<file path="config.mk">
export PLATFORM = sky130hd
export DESIGN_NAME = hazard_ctrl
export DESIGN_NICKNAME = d
export VERILOG_FILES = /design/src/rtl/hazard_pkg.sv /design/src/rtl/hazard_stall_counter.sv /design/src/rtl/hazard_ctrl.sv
export SDC_FILE = /design/constraint.sdc
export NUM_CORES = 1
export LEC_CHECK = 0
export CORE_ASPECT_RATIO = 1.1
export CORE_MARGIN = 5
export CORE_UTILIZATION = 35
export CTS_BUF_LIST = sky130_fd_sc_hd__clkbuf_2
export DETAILED_ROUTE_END_ITERATION = 10
export GPL_TIMING_DRIVEN = 0
export PLACE_DENSITY = 0.84
export SLEW_MARGIN = 30
export SYNTH_ARGS = -nofsm -noshare
export SYNTH_HDL_FRONTEND = slang
export SYNTH_SLANG_ARGS = --single-unit
export TNS_END_PERCENT = 5
</file>
<file path="constraint.sdc">
create_clock -name clock -period 1.8 [get_ports clock]
set_clock_uncertainty 0.05 [all_clocks]
set_input_delay 0.36 -clock clock [delete_from_list [all_inputs] [get_ports clock]]
set_output_delay 0.36 -clock clock [all_outputs]
set_load 0.02 [all_outputs]
</file>
<file path="src/rtl/hazard_pkg.sv">
// rtl/hazard_pkg.sv - shared cause codes and FSM state type for the hazard controller
package hazard_pkg;

  typedef logic [3:0] hz_code_t;

  localparam hz_code_t HZ_NONE   = 4'h0;
  localparam hz_code_t HZ_LOAD   = 4'h1;
  localparam hz_code_t HZ_AUIPC  = 4'hA;
  localparam hz_code_t HZ_BRANCH = 4'hB;
  localparam hz_code_t HZ_MDU    = 4'hD;
  localparam hz_code_t HZ_FLUSH  = 4'hF;

  typedef enum logic {
    HZ_IDLE,
    HZ_STALL
  } hz_state_t;

endpackage

</file>
<file path="src/rtl/hazard_stall_counter.sv">
// rtl/hazard_stall_counter.sv - loadable down-counter with clear/freeze that stops at zero
module hazard_stall_counter #(
  parameter int CNT_W = 3
) (
  input  logic             clock,
  input  logic             reset,
  input  logic             load,
  input  logic             freeze,
  input  logic             clear,
  input  logic [CNT_W-1:0] load_val,
  output logic [CNT_W-1:0] count,
  output logic             zero
);

  logic [CNT_W-1:0] cnt_q, cnt_d;

  always_comb begin
    cnt_d = cnt_q;
    if (clear) begin
      cnt_d = '0;
    end else if (freeze) begin
      cnt_d = cnt_q;
    end else if (load) begin
      cnt_d = load_val;
    end else if (cnt_q != '0) begin
      cnt_d = cnt_q - CNT_W'(1);
    end
  end

  always_ff @(posedge clock or posedge reset) begin
    if (reset) begin
      cnt_q <= '0;
    end else begin
      cnt_q <= cnt_d;
    end
  end

  assign count = cnt_q;
  assign zero  = (cnt_q == '0);

endmodule

</file>
<file path="src/rtl/hazard_ctrl.sv">
// rtl/hazard_ctrl.sv - ID/EX hazard controller: stall, bubble, flush and cause reporting
// Optional HAZARD_PERF_EN adds saturating stall/flush cycle counters.
module hazard_ctrl
  import hazard_pkg::*;
#(
  parameter int REG_AW       = 5,
  parameter int CNT_W        = 3,
  parameter int LOAD_STALLS  = 2,
  parameter int AUIPC_STALLS = 2,
  parameter int CODE_W       = 32
) (
  input  logic              clock,
  input  logic              reset,
  input  logic [REG_AW-1:0] rs1_ID,
  input  logic [REG_AW-1:0] rs2_ID,
  input  logic              rs1_used_ID,
  input  logic              rs2_used_ID,
  input  logic [REG_AW-1:0] rd_EX,
  input  logic              load_EX,
  input  logic              auipc_MEM,
  input  logic              branch_ID,
  input  logic              branch_taken,
  input  logic              mdu_busy,
  output logic              stall_IFID,
  output logic              stall_IDEX,
  output logic              bubble_EX,
  output logic              flush,
  output logic [CODE_W-1:0] stall_code
`ifdef HAZARD_PERF_EN
  ,
  output logic [31:0]       perf_stall_cnt,
  output logic [31:0]       perf_flush_cnt
`endif
);

  localparam int CNT_MAX = (2 ** CNT_W) - 1;

  if (LOAD_STALLS < 1 || LOAD_STALLS > CNT_MAX) begin : g_bad_load_stalls
    $error("hazard_ctrl: LOAD_STALLS out of range 1..2^CNT_W-1");
  end
  if (AUIPC_STALLS < 1 || AUIPC_STALLS > CNT_MAX) begin : g_bad_auipc_stalls
    $error("hazard_ctrl: AUIPC_STALLS out of range 1..2^CNT_W-1");
  end

  localparam bit               LOAD_MULTI   = (LOAD_STALLS > 1);
  localparam bit               AUIPC_MULTI  = (AUIPC_STALLS > 1);
  localparam logic [CNT_W-1:0] LOAD_RELOAD  = CNT_W'(LOAD_STALLS - 1);
  localparam logic [CNT_W-1:0] AUIPC_RELOAD = CNT_W'(AUIPC_STALLS - 1);

  hz_state_t        state_q, state_d;
  hz_code_t         cause_q, cause_d;
  hz_code_t         code;
  logic             cnt_load, cnt_freeze, cnt_clear, cnt_zero;
  logic [CNT_W-1:0] cnt_load_val, cnt_count;
  logic             load_use;

  // x0 never carries a real dependency, and unread sources cannot hazard
  assign load_use = load_EX && (rd_EX != '0) &&
                    ((rs1_used_ID && (rs1_ID == rd_EX)) ||
                     (rs2_used_ID && (rs2_ID == rd_EX)));

  hazard_stall_counter #(.CNT_W(CNT_W)) u_cnt (
    .clock    (clock),
    .reset    (reset),
    .load     (cnt_load),
    .freeze   (cnt_freeze),
    .clear    (cnt_clear),
    .load_val (cnt_load_val),
    .count    (cnt_count),
    .zero     (cnt_zero)
  );

  always_comb begin
    state_d      = state_q;
    cause_d      = cause_q;
    cnt_load     = 1'b0;
    cnt_freeze   = 1'b0;
    cnt_clear    = 1'b0;
    cnt_load_val = '0;
    code         = HZ_NONE;
    stall_IFID   = 1'b0;
    stall_IDEX   = 1'b0;
    bubble_EX    = 1'b0;
    flush        = 1'b0;

    if (branch_taken) begin
      flush     = 1'b1;
      code      = HZ_FLUSH;
      cnt_clear = 1'b1;
      state_d   = HZ_IDLE;
      cause_d   = HZ_NONE;
    end else if (mdu_busy) begin
      {stall_IFID, stall_IDEX, bubble_EX} = 3'b111;
      code       = HZ_MDU;
      cnt_freeze = 1'b1;
    end else if (state_q == HZ_STALL && !cnt_zero) begin
      {stall_IFID, stall_IDEX, bubble_EX} = 3'b111;
      code = cause_q;
      if (cnt_count == CNT_W'(1)) begin
        state_d = HZ_IDLE;
      end
    end else if (auipc_MEM || load_use) begin
      {stall_IFID, stall_IDEX, bubble_EX} = 3'b111;
      code = auipc_MEM ? HZ_AUIPC : HZ_LOAD;
      if (auipc_MEM ? AUIPC_MULTI : LOAD_MULTI) begin
        cnt_load     = 1'b1;
        cnt_load_val = auipc_MEM ? AUIPC_RELOAD : LOAD_RELOAD;
        cause_d      = code;
        state_d      = HZ_STALL;
      end
    end else if (branch_ID) begin
      {stall_IFID, stall_IDEX} = 2'b11;
      code = HZ_BRANCH;
    end

    if (reset) begin
      {stall_IFID, stall_IDEX, bubble_EX, flush} = 4'b0000;
      code = HZ_NONE;
    end
  end

  assign stall_code = CODE_W'(code);

  always_ff @(posedge clock or posedge reset) begin
    if (reset) begin
      state_q <= HZ_IDLE;
      cause_q <= HZ_NONE;
    end else begin
      state_q <= state_d;
      cause_q <= cause_d;
    end
  end

`ifdef HAZARD_PERF_EN
  logic [31:0] perf_stall_q, perf_stall_d;
  logic [31:0] perf_flush_q, perf_flush_d;

  always_comb begin
    perf_stall_d = perf_stall_q;
    perf_flush_d = perf_flush_q;
    if (stall_IFID && perf_stall_q != 32'hFFFF_FFFF) perf_stall_d = perf_stall_q + 32'd1;
    if (flush && perf_flush_q != 32'hFFFF_FFFF) perf_flush_d = perf_flush_q + 32'd1;
  end

  always_ff @(posedge clock or posedge reset) begin
    if (reset) begin
      perf_stall_q <= '0;
      perf_flush_q <= '0;
    end else begin
      perf_stall_q <= perf_stall_d;
      perf_flush_q <= perf_flush_d;
    end
  end

  assign perf_stall_cnt = perf_stall_q;
  assign perf_flush_cnt = perf_flush_q;
`endif

endmodule
</file>
# Yosys cells after proc, flatten, opt, wreduce, memory -nomap -nowiden
# Index checks and enable logic that the tools add are counted.
[totals]
register_bits = 8
in_bits = 24
output_inout_bits = 36
[classes]
n_addsub = 1
eq_ne = 7
mux = 42
reduce_logical = 17
[op_table]
columns = ["operator", "n"]
rows = [
  ["2-to-1 mux 4 bit", 11],
  ["2-to-1 mux 1 bit", 27],
  ["2-to-1 mux 3 bit", 4],
  ["equality test 5 bit", 2],
  ["nonzero test 3 bit", 3],
  ["AND reduction 3 bit", 2],
  ["logical AND 1 bit", 5],
  ["nonzero test 5 bit", 1],
  ["inequality test 2 bit (second input constant)", 2],
  ["equality test 3 x 1 -> 1 bit (second input constant)", 1],
  ["logical NOT 3 bit", 1],
  ["inequality test 3 x 2 -> 1 bit (second input constant)", 1],
  ["subtractor 3 x 1 -> 3 bit (second input constant)", 1],
  ["logical OR 1 bit", 2],
  ["inequality test 2 x 1 -> 1 bit (second input constant)", 1],
  ["AND reduction 2 bit", 1],
  ["nonzero test 2 bit", 1],
  ["logical NOT 1 bit", 1],
]

# Longest topological paths before layout
[logic_depth]
word_depth = 12
mapped_depth = 8

# Cells and area by module
# Synthesis repeated with hierarchy kept, for this count alone.
[unflattened]
hier_cells = 121
area_unflattened_um2 = 933.4
[modules_own_cells]
columns = ["module", "n_inst", "cells_each", "area_per_inst_um2"]
rows = [
  ["hazard_ctrl", 1, 98, 732.0],
  ["hazard_stall_counter", 1, 23, 201.4],
]

# Worst setup path after synthesis
# OpenSTA, ideal clock, no wires.
[synth_timing]
path_kind = "reg2out"
startpoint = "register u_cnt.cnt_q[0], in the netlist u_cnt.count[0]"
endpoint = "output stall_IFID"
t_arrival_ns = 1.759
required_ns = 1.390
path_slack_ns = -0.369
stages_incl_launch_ff = 9
n_path_buf = 2
cell_sequence = "dfrtp_1 -> inv_1 -> ha_1 -> nand2b_1 -> buf_2 -> a21o_1 -> o41ai_1 -> a21oi_1 -> buf_4"
[synth_via]
elab_chain_cells = 7
[synth_rtl]
columns = ["element", "line", "text"]
rows = [
  ["from (decl)", "hazard_stall_counter.sv:15", "logic [CNT_W-1:0] cnt_q, cnt_d;"],
  ["from (signal assigned)", "hazard_stall_counter.sv:34", "cnt_q <= cnt_d;"],
  ["logical NOT 3 bit", "hazard_stall_counter.sv:39", "assign zero = (cnt_q == '0);"],
  ["logical NOT 1 bit", "hazard_ctrl.sv:96", "end else if (state_q == HZ_STALL && !cnt_zero) begin"],
  ["logical AND 1 bit", "hazard_ctrl.sv:96", ""],
  ["2-to-1 mux 1 bit (4 in a row)", "-", ""],
  ["to (decl)", "hazard_ctrl.sv:24", "output logic stall_IFID,"],
]
# No other way between the ends.

# Worst setup path in the final report
[layout_timing]
startpoint = "input rd_EX[2]"
endpoint = "output stall_IFID"
[layout_via]
elab_chain_cells = 10
elab_cells_between_ends = 14
cone_classes = "eq/ne (2); mux (5); reduce/logical (7)"
[layout_rtl]
columns = ["element", "line", "text"]
rows = [
  ["from (decl)", "hazard_ctrl.sv:18", "input logic [REG_AW-1:0] rd_EX,"],
  ["equality test 5 bit (on tied branches)", "hazard_ctrl.sv:59, hazard_ctrl.sv:60", ""],
  ["logical AND 1 bit (on tied branches)", "hazard_ctrl.sv:59, hazard_ctrl.sv:60", ""],
  ["logical OR 1 bit", "hazard_ctrl.sv:59", "((rs1_used_ID && (rs1_ID == rd_EX)) ||"],
  ["logical AND 1 bit *", "hazard_ctrl.sv:58", "assign load_use = load_EX && (rd_EX != '0) &&"],
  ["logical OR 1 bit *", "hazard_ctrl.sv:102", "end else if (auipc_MEM || load_use) begin"],
  ["2-to-1 mux 1 bit *", "hazard_ctrl.sv:102", ""],
  ["2-to-1 mux 1 bit *", "hazard_ctrl.sv:96", ""],
  ["2-to-1 mux 1 bit *", "hazard_ctrl.sv:92", "end else if (mdu_busy) begin"],
  ["2-to-1 mux 1 bit *", "hazard_ctrl.sv:86", "if (branch_taken) begin"],
  ["2-to-1 mux 1 bit *", "hazard_ctrl.sv:116", "if (reset) begin"],
]
# Mark *: on every way between the ends. The rest lies on a longest branch, timed or not.

==> summary.md <==
| Metric | Value |
|---|---|
| Top FF cell, synth | dfrtp_1 |
| Hpwl dp | 1.99 mm |
| # diodes | 0 |
| DIE HEIGHT | 65.5 um |
| CTS Hold Bufs | 0 |
| Warnings, synthesis | 0 |
| Worst Path Arrival | 1.88 ns |
| H-tree levels | 1 |
| Async S/R FF share, synth | 100% |
| Slew Viols, Final | 0 |
| Crit path kind | in2out |
| # setup viols final | 7 |
| Drt drc | 0 |
| Setup crit start kind | input pin |
| Pre-CTS setup slack | -1.22 ns |
| Largest net degree at the start of global routing | 11 |
| GRT Util Overall | 13.4% |
| CTS tree | done |
| Final Routed Wirelength | 2.64 mm |
| Final net count | 224 |
| Starting Density | 36.0% |
| Worst Setup End Kind | output pin |
| Layout cells sized above 1 | 39.0% |
| Worst-path clk slew | 0.06 ns |
| PwrDens | 603 nW/um^2 |
| EDFF count, synth | 0 |
| Wire per inst | 11.6 um |
| Count leader, synth | buf_4 |
| Tcrit/Tclk final | 127% |
| Grt total ovfl | 0 |
| Number of global-route vias before repair | 929 |
| Share of the synthesized area in the top cell type | 23.0% |
| Routed vias/inst | 4.61 |
| Register area | 150 sq um |
| RSZ-0062 raised after global routing | yes |
| Drt pass-1 iters | 4 |
| VDD IR max | 0.000602 V |
| Worst-Skew Late Latency | 0.23 ns |
| IO Count | 60 |
| Via Count | 1,052 |
| Cell taking the most area after synthesis | buf_4 |
| Clock Tree Buf Depth | 2 |
| Max Cap Viol | 0 |
| Initial antenna violation count | 0 |
| FMAX | 436 MHz |
| Gpl congestion | 0.855 |
| Yosys cell types | 39 |
| Outcome | finished, violations left |
| Buffers on Ports | 30 |
| Worst setup margin | -0.491 ns |
| Area taken by multi-input logic gates | 742 sq um |
| Min cycle time layout | 2.29 ns |
| Die ar. | 3960 sq um |
| Die W | 60.5 um |
| Detailed Route Iter0 Violations | 56 |
| CTS Buf Count | 3 |
| Violated checks | setup timing |
| Non-filler instance count after layout | 228 |
| Post-synthesis sequential area ratio | 15.3% |
| Area growth syn-to-layout | 59.6% |
| Top cells by count, synth | buf_4, xnor2_1, a21oi_1 |
| Avg Inst Size Synth | 7.91 sq um |
| Clock root cell | clkbuf_2 |
| Leak Pwr | 0.752 nW |
| Power Total | 0.944 mW |
| WP data required | 1.39 ns |
| HP Class | reg2reg |
| CP Max Fanout | 3 |
| Post-Syn Instances | 124 |
| First-pass GRT wire length | 4.09 mm |
| Final hold slack | 0.487 ns |
| Synthesized area | 981 sq um |
| Clock sinks | 6 |
| Core area | 2730 sq um |
| Row count | 20 |
| Synth Register Bits | 6 |
| Synth area leaders | buf_4, dfrtp_1, xnor2_1 |
| Fillers | 243 |
| DRT antenna net count | 0 |
| Final hold vios | 0 |
| Placed insts | 214 |
[flip-flops by register name, indices dropped and copies added, names as in the netlist]
register and cells:
u_cnt.count 3, cause_q 2, state_q 1
[report_power, final]
group	internal, mW	switching, mW	total [mW]	leakage, nW
Clock	0.0452	0.0549	0.100	0.0125
Combinational	0.325	0.347	0.672	0.660
Sequential	0.157	0.0139	0.171	0.0802
Total	0.527	0.416	0.944	0.752
[layout by cell type, fill, tap and decap left out, types with 2 or more instances in the layout]
cell | Yosys | final
nor2_1 | 4 | 3
clkdlybuf4s50_1 | 0 | 14
a211o_1 | 2 | 2
nand4_1 | 2 | 2
inv_1 | 6 | 3
nand3_1 | 2 | 2
dfrtp_1 | 6 | 6
xnor2_1 | 10 | 10
nor3_1 | 4 | 4
clkbuf_2 | 0 | 4
o21ai_0 | 2 | 2
dlygate4sd2_1 | 0 | 3
nand2_1 | 5 | 5
o21ai_2 | 1 | 2
a21oi_1 | 8 | 6
mux2i_1 | 3 | 3
nor2b_1 | 2 | 2
a31oi_1 | 3 | 3
clkbuf_1 | 3 | 2
o21ai_1 | 3 | 2
buf_2 | 1 | 7
buf_6 | 0 | 4
buf_4 | 30 | 43
conb_1 | 1 | 28
a21oi_2 | 0 | 2
a21o_1 | 3 | 2
ha_1 | 3 | 2
inv_2 | 0 | 3
a211oi_1 | 2 | 2
[area by class of cell]
cell class                 count  share of cell area, %
buffer                        34                   15.9
sequential                     6                   9.59
inverter                       6                   1.44
timing repair buffer          41                   22.1
tap                           33                   2.64
multi-input combinational    105                   47.4
clock buffer                   3                  0.959
[layer usage]
metal | vias to the layer above | global-route usage, % | part of all wire, %
met5 | - | 0 | 0
met4 | 0 | 5.42 | 2.0
met3 | 6 | 4.52 | 9.7
met2 | 49 | 22.4 | 50
met1 | 464 | 15.5 | 38
li1 | 533 | - | -
[worst max-delay path, cell delays in order]
cell     delay (ns)
buf_2          0.12
or4_4          0.53
o21a_4         0.23
o41ai_4        0.32
a21oi_2        0.06
buf_4          0.14
buf_6          0.12
[what timing repair did]
action | CTS | global route
buffers inserted | 9 | 2
pin swaps | 12 | 5
gates cloned | 0 | 0
endpoints found under the setup margin | 12 | 9
resized for setup | 65 | 6
[cells by family after synthesis]
logic type	synth area share (%)
fa+ha+maj	3.83
xor+xnor	8.93
mux	3.06
simple gates	14.4
buf+inv	26.9
compound gates	27.2
flops	15.3
other cells	0.382
[worst paths after layout]
check | start | endpoint | slack (ns) | depth (start not counted)
min | cause_q[0] | cause_q[0] | 0.49 | 1
min in group asynchronous | reset | u_cnt.count[1] | 0.51 | 2
min reg2reg | cause_q[0] | cause_q[0] | 0.49 | 1
max in group asynchronous | reset | u_cnt.count[2] | 0.95 | 2
max | rd_EX[2] | stall_IFID | -0.49 | 7
max reg2reg | u_cnt.count[0] | u_cnt.count[1] | -0.02 | 8
[stage by stage]
| step | utilization, % | TNS, ns | cell area, sq um |
|---|---|---|---|
| 3_3_place_gp | 53.4 | -8.97 | 1460 |
| 3_5_place_dp | 53.4 | -9.11 | 1460 |
| 2_1_floorplan | - | -0.622 | 1120 |
| 5_1_grt | 57.4 | -2.95 | 1570 |
| 6_report | 57.4 | -2.34 | 1570 |
| 4_1_cts | 56.3 | -2.35 | 1540 |
Note: power is estimated with default switching activity, not from simulation.
==> RTL edit 1: new RTL, config.mk and constraints unchanged <==
The parameter `REG_AW` goes from 5 to 6.
--- a/src/rtl/hazard_ctrl.sv
+++ b/src/rtl/hazard_ctrl.sv
@@ -3,7 +3,7 @@
 module hazard_ctrl
   import hazard_pkg::*;
 #(
-  parameter int REG_AW       = 5,
+  parameter int REG_AW       = 6,
   parameter int CNT_W        = 3,
   parameter int LOAD_STALLS  = 2,
   parameter int AUIPC_STALLS = 2,
Ports: changed (resized rd_EX, rs1_ID and rs2_ID); port bits go from 60 to 63. The function was not compared with the original's and may differ.
==> RTL edit 1 against the original RTL <==
- the flow still finishes with violations (negative setup slack)
- final cell count increased by 3.5%
- routed wire length grew 4.6%
- design area grew 6.7%
- core utilization rose by 3.3 points
- power increased by 0.16%
- area after synthesis rose by 1.9%
- setup slack worse by 0.038 ns
- sequential share of layout area shrank 0.60 points
- first-iteration DRC count is 46% lower
- sequential cell count did not move
==> RTL edit 1: results (changes against the original RTL) <==
stage,metric,value,unit,change
cells_and_area,largest_reg_flops,3,,unchanged
yosys,yosys_warnings,0,,unchanged
placed_design,port_buffers,34,,+13%
min_path,hp-class,input port to async pin,,
outcome,violations,negative setup slack,,
placed_design,dp_hpwl,2.10,mm,+5.8%
outcome,outcome,"finished, violations left",,
placed_design,gp_congestion,0.849,,-0.77%
cells_and_area,fill_cells,262,,+7.8%
sta,fin_tns_setup,-2.76,ns,-0.422 ns
detailed_routing,num_vias,1118,,+6.3%
yosys,synth_cell_type_count,41,,+5.1%
sta,setup-violations-final,6,,-1
cells_and_area,nNetsFinal,235,,+4.9%
sta,setup_slack,-0.530,ns,-0.0385 ns
power_and_ir_drop,ir_drop,367,uV,-39%
power_and_ir_drop,p_leak,0.802,nW,+6.6%
worst_setup_path,crit_arrival,1.92,ns,+0.04 ns
detailed_routing,totalWireLength,2.76,mm,+4.6%
yosys,netlist_top_cells_count,"29 x buf_4, 12 x xnor2_1, 7 x a21oi_1",,
global_routing,grt_pass1_wl,4.15,mm,+1.3%
cells_and_area,drive_above_1_share,38.4,%,-0.55 points
global_routing,grt_usage,13.2,%,-0.25 points
detailed_routing,drt_iter0_drc,30,,-46%
yosys,synthTopCellsByArea,"buf_4 22%, dfrtp_1 15%, xnor2_1 11%, ha_1 3.8%, a21oi_1 3.5%",,
-- RTL edit 1: worst paths after layout --
check | startpoint | endpoint | slack [ns] | cells after the start
worst max-delay path | rd_EX[1] | stall_IFID | -0.53 | 7
worst min-delay path | reset | u_cnt.count[2]$_DFFE_PP0P_ | 0.18 | 2
worst max register to register | u_cnt.count[0]$_DFFE_PP0P_ | u_cnt.count[1]$_DFFE_PP0P_ | 0.06 | 8
worst min register to register | cause_q[0]$_DFFE_PP0P_ | cause_q[0]$_DFFE_PP0P_ | 0.47 | 1
max in group asynchronous | reset | cause_q[0]$_DFFE_PP0P_ | 1.28 | 2
min in group clock | cause_q[0]$_DFFE_PP0P_ | cause_q[0]$_DFFE_PP0P_ | 0.47 | 1
-- RTL edit 1: worst reg2reg max path, cell delays in order, from the launching register on --
cell and delay, ns:
dfrtp_1 0.38, inv_2 0.05, ha_2 0.19, nand2b_1 0.08, clkbuf_8 0.15, buf_4 0.14, mux2i_4 0.24, nor3_1 0.07
a211o_1 0.29
-- RTL edit 1: area by class of cell --
| type | instances | share of cell area (%) |
|---|---|---|
| timing repair buffer | 46 | 24.7 |
| buffer | 34 | 15.4 |
| tap | 33 | 2.47 |
| multi-input combinational | 108 | 46.2 |
| sequential | 6 | 8.99 |
| clock buffer | 3 | 0.899 |
| inverter | 6 | 1.35 |
-- RTL edit 1: cell families (layout without fill, tap and decap cells) --
logic type	Yosys count	after routing	synth area share, %
adders and majority gates	3	3	3.76
muxes	2	2	2.00
xor gates and xnor gates	12	12	10.5
other	1	28	0.375
DFF	6	6	15.0
and+or+nand+nor	26	26	14.8
buffers and inverters	40	89	26.0
AOI/OAI and AO/OA	37	37	27.5
-- RTL edit 1: metal layers --
layer	track usage, %	up-vias	share of wire, %
li1	-	563	-
met5	0	-	0
met3	2.54	7	12
met1	14.6	482	36
met4	8.40	0	2.4
met2	22.3	66	49
-- RTL edit 1: what timing repair did --
action	CTS	global route
endpoints found under the setup margin	14	11
buffers inserted	9	3
gates resized for setup	67	17
hold endpoints to repair	0	0
pin swaps	6	8
-- RTL edit 1: through the flow --
step                instances  hold WS (ns)  cell area, sq um  worst slack [ns]
CTS                       233         0.476              1580            -0.597
floorplan                 154         0.125              1120            -0.333
global placement          221         0.447              1500             -1.34
detailed placement        221         0.460              1500             -1.34
global route              236         0.206              1670            -0.583
finish                    236         0.177              1670            -0.530
-- RTL edit 1: power by group through the flow --
| stage | logic, mW | registers [mW] | clock network [mW] |
|---|---|---|---|
| after floorplan | 0.392 | 0.171 | 0 |
| after global placement | 0.534 | 0.173 | 0 |
| after detailed placement | 0.540 | 0.174 | 0 |
| after CTS | 0.620 | 0.170 | 0.0919 |
| after global routing | 0.740 | 0.173 | 0.103 |
| final | 0.683 | 0.172 | 0.0910 |
==> RTL edit 2: new RTL, same settings <==
Made on the original files. Add a define of `HAZARD_PERF_EN`.
--- a/src/rtl/hazard_ctrl.sv
+++ b/src/rtl/hazard_ctrl.sv
@@ -1,5 +1,7 @@
 // rtl/hazard_ctrl.sv - ID/EX hazard controller: stall, bubble, flush and cause reporting
 // Optional HAZARD_PERF_EN adds saturating stall/flush cycle counters.
+`define HAZARD_PERF_EN
+
 module hazard_ctrl
   import hazard_pkg::*;
 #(
Function (old outputs only; new: perf_flush_cnt and perf_stall_cnt): kept (Yosys induction, for registers that start in step).
==> RTL edit 2 against the original RTL <==
- the flow still finishes with violations (negative setup slack)
- clock power increased to 11 times the old value
- design area increased to 3.7 times the old value
- area after synthesis increased to 4.0 times the old value
- first-iteration DRC count increased to 3.0 times the old value
- setup slack got worse by 0.25 ns
- routed wire length increased to 4.1 times the old value
- sequential power increased to 11 times the old value
- power increased to 4.5 times the old value
- sequential cell count increased by 64
- critical path type is now flip-flop to output port
- largest power group is now registers
- highest routed layer unchanged
==> RTL edit 2: results (changes against the original RTL) <==
stage,metric,value,unit,change
min_path,hp-class,input port to flip-flop,,
clock_network,worst_skew_pair.late_latency,0.52,ns,+0.29 ns
yosys,netlist_top_cells_count,"70 x dfrtp_1, 44 x xnor2_1, 32 x nand3_1",,
global_routing,antenna_found_initial,0,,unchanged
worst_setup_path,max_stage_delay,0.44,ns,-0.09 ns
global_routing,grt_max_degree,22,,+11
worst_setup_path,slowest_stage,dfrtp_1,,
sta,fin_tns_setup,-22.03,ns,-19.70 ns
clock_network,h-tree-depth,3,,+2
cells_and_area,drive_above_1_share,38.4,%,-0.60 points
outcome,violations,negative setup slack,,
sta,setup-violations-final,72,,+65
placed_design,port_buffers,92,,+210%
yosys,synth-xor-area-share,15.7,%,+6.8 points
clock_network,clk_pin_slew_worst_paths,0.22,ns,+0.16 ns
clock_network,numCtsBuffers,9,,+6
yosys,yosys_warnings,0,,unchanged
floorplan,die_x,111,um,+83%
worst_setup_path,cp-startpoint,u_cnt.count[0]$_DFFE_PP0P_,,
clock_network,root_buffer,clkbuf_2,,
detailed_routing,drt_iter0_drc,166,,+200%
min_path,hold_path.startpoint,branch_taken,,
detailed_routing,avgRoutedWirePerCell,15.5,um,+34%
placed_design,preCtsSetupSlack,-1.59,ns,-0.373 ns
placed_design,gp_congestion,0.850,,-0.61%
worst_setup_path,crit_fanout,4,,+1
clock_network,cts_buffer_depth,2,,unchanged
yosys,synthMuxAreaShare,1.16,%,-1.9 points
yosys,synthTopCellsByArea,"dfrtp_1 45%, xnor2_1 9.9%, xor2_1 5.8%, buf_4 5.8%, nand3_1 4.1%",,
power_and_ir_drop,ir_drop,472,uV,-22%
sta,setup_slack,-0.745,ns,-0.254 ns
placed_design,dp_hpwl,7.51,mm,+280%
detailed_routing,ant_nets,0,,unchanged
global_routing,grt_pass1_wl,17.0,mm,+320%
worst_setup_path,crit_arrival,2.13,ns,+0.25 ns
yosys,synth_compound_area_share,4.95,%,-22 points
detailed_routing,drtPass1Iterations,4,,unchanged
global_routing,grt_usage,15.4,%,+1.9 points
global_routing,grt_pass1_vias,3320,,+260%
outcome,outcome,"finished, violations left",,
yosys,synth-adder-area-share,1.61,%,-2.2 points
yosys,ys_seq_area_share,45.0,%,+30 points
detailed_routing,num_vias,3439,,+230%
cells_and_area,nNetsFinal,579,,+160%
power_and_ir_drop,p_leak,2.70,nW,+260%
worst_setup_path,cp_top_family,compound AO/OA/AOI/OAI gates,,
yosys,synth_cell_type_count,50,,+28%
-- RTL edit 2: final timing paths --
kind                       cells after the start  slack, ns                             end
min in group asynchronous                      3       0.56  perf_flush_cnt[30]$_DFFE_PP0P_
max in group asynchronous                      5       0.50  perf_stall_cnt[21]$_DFFE_PP0P_
hold reg to reg                                1       0.46  perf_stall_cnt[24]$_DFFE_PP0P_
hold / removal                                 2       0.09             state_q$_DFFE_PP0P_
setup / recovery                               9      -0.74                   stall_code[1]
setup reg to reg                              10      -0.48  perf_stall_cnt[28]$_DFFE_PP0P_
-- RTL edit 2: cell families after synthesis --
kind of cell,after synthesis
other,1
AND/OR/NAND/NOR,157
buffers and inverters,48
multiplexers,4
AO/OA/AOI/OAI,22
flip-flops,70
XOR/XNOR,70
adder cells (fa/ha/maj),5
-- RTL edit 2: routing by layer --
layer	share of wire, %	global-route usage, %	up-vias
met3	5.1	3.70	22
met1	41	18.8	1691
met2	52	26.4	123
met5	0	0	-
met4	1.9	5.70	0
li1	-	-	1603
-- RTL edit 2: layout make-up --
type,count,area [sq um]
buffer,36,293
clock buffer,9,45.0
clock inverter,7,105
fill,976,5110
inverter,12,56.3
multi-input combinational,286,2170
sequential,70,1770
tap,147,184
timing repair buffer,135,1170
-- RTL edit 2: repair_timing --
action                                 in CTS  in global routing
setup endpoints to repair                 137                123
hold buffers                                1                  0
pin swaps                                  26                 29
resized for setup                         214                 91
setup buffers                              14                 24
endpoints found under the hold margin      14                  0
cloned                                      0                  1
-- RTL edit 2: per-stage QoR --
stage	std cells	instance area [sq um]
after floorplan	404	4000
after global placement	643	5100
after detailed placement	646	5190
after CTS	677	5540
after global routing	702	5800
final	702	5800
-- RTL edit 2: worst register-to-register path, stage by stage (launching register included) --
cell      delay [ns]
dfrtp_1         0.41
inv_2           0.06
ha_4            0.17
nand2b_4        0.07
a211oi_2        0.07
and2_1          0.16
a211o_4         0.36
buf_6           0.15
buf_12          0.15
nor3_1          0.22
mux2_2          0.35
-- RTL edit 2: report_power, final --
part           switching [mW]  internal (mW)  leakage, nW
logic                   0.652          0.517         1.70
clock network           0.654          0.482       0.0850
registers               0.212           1.73        0.910
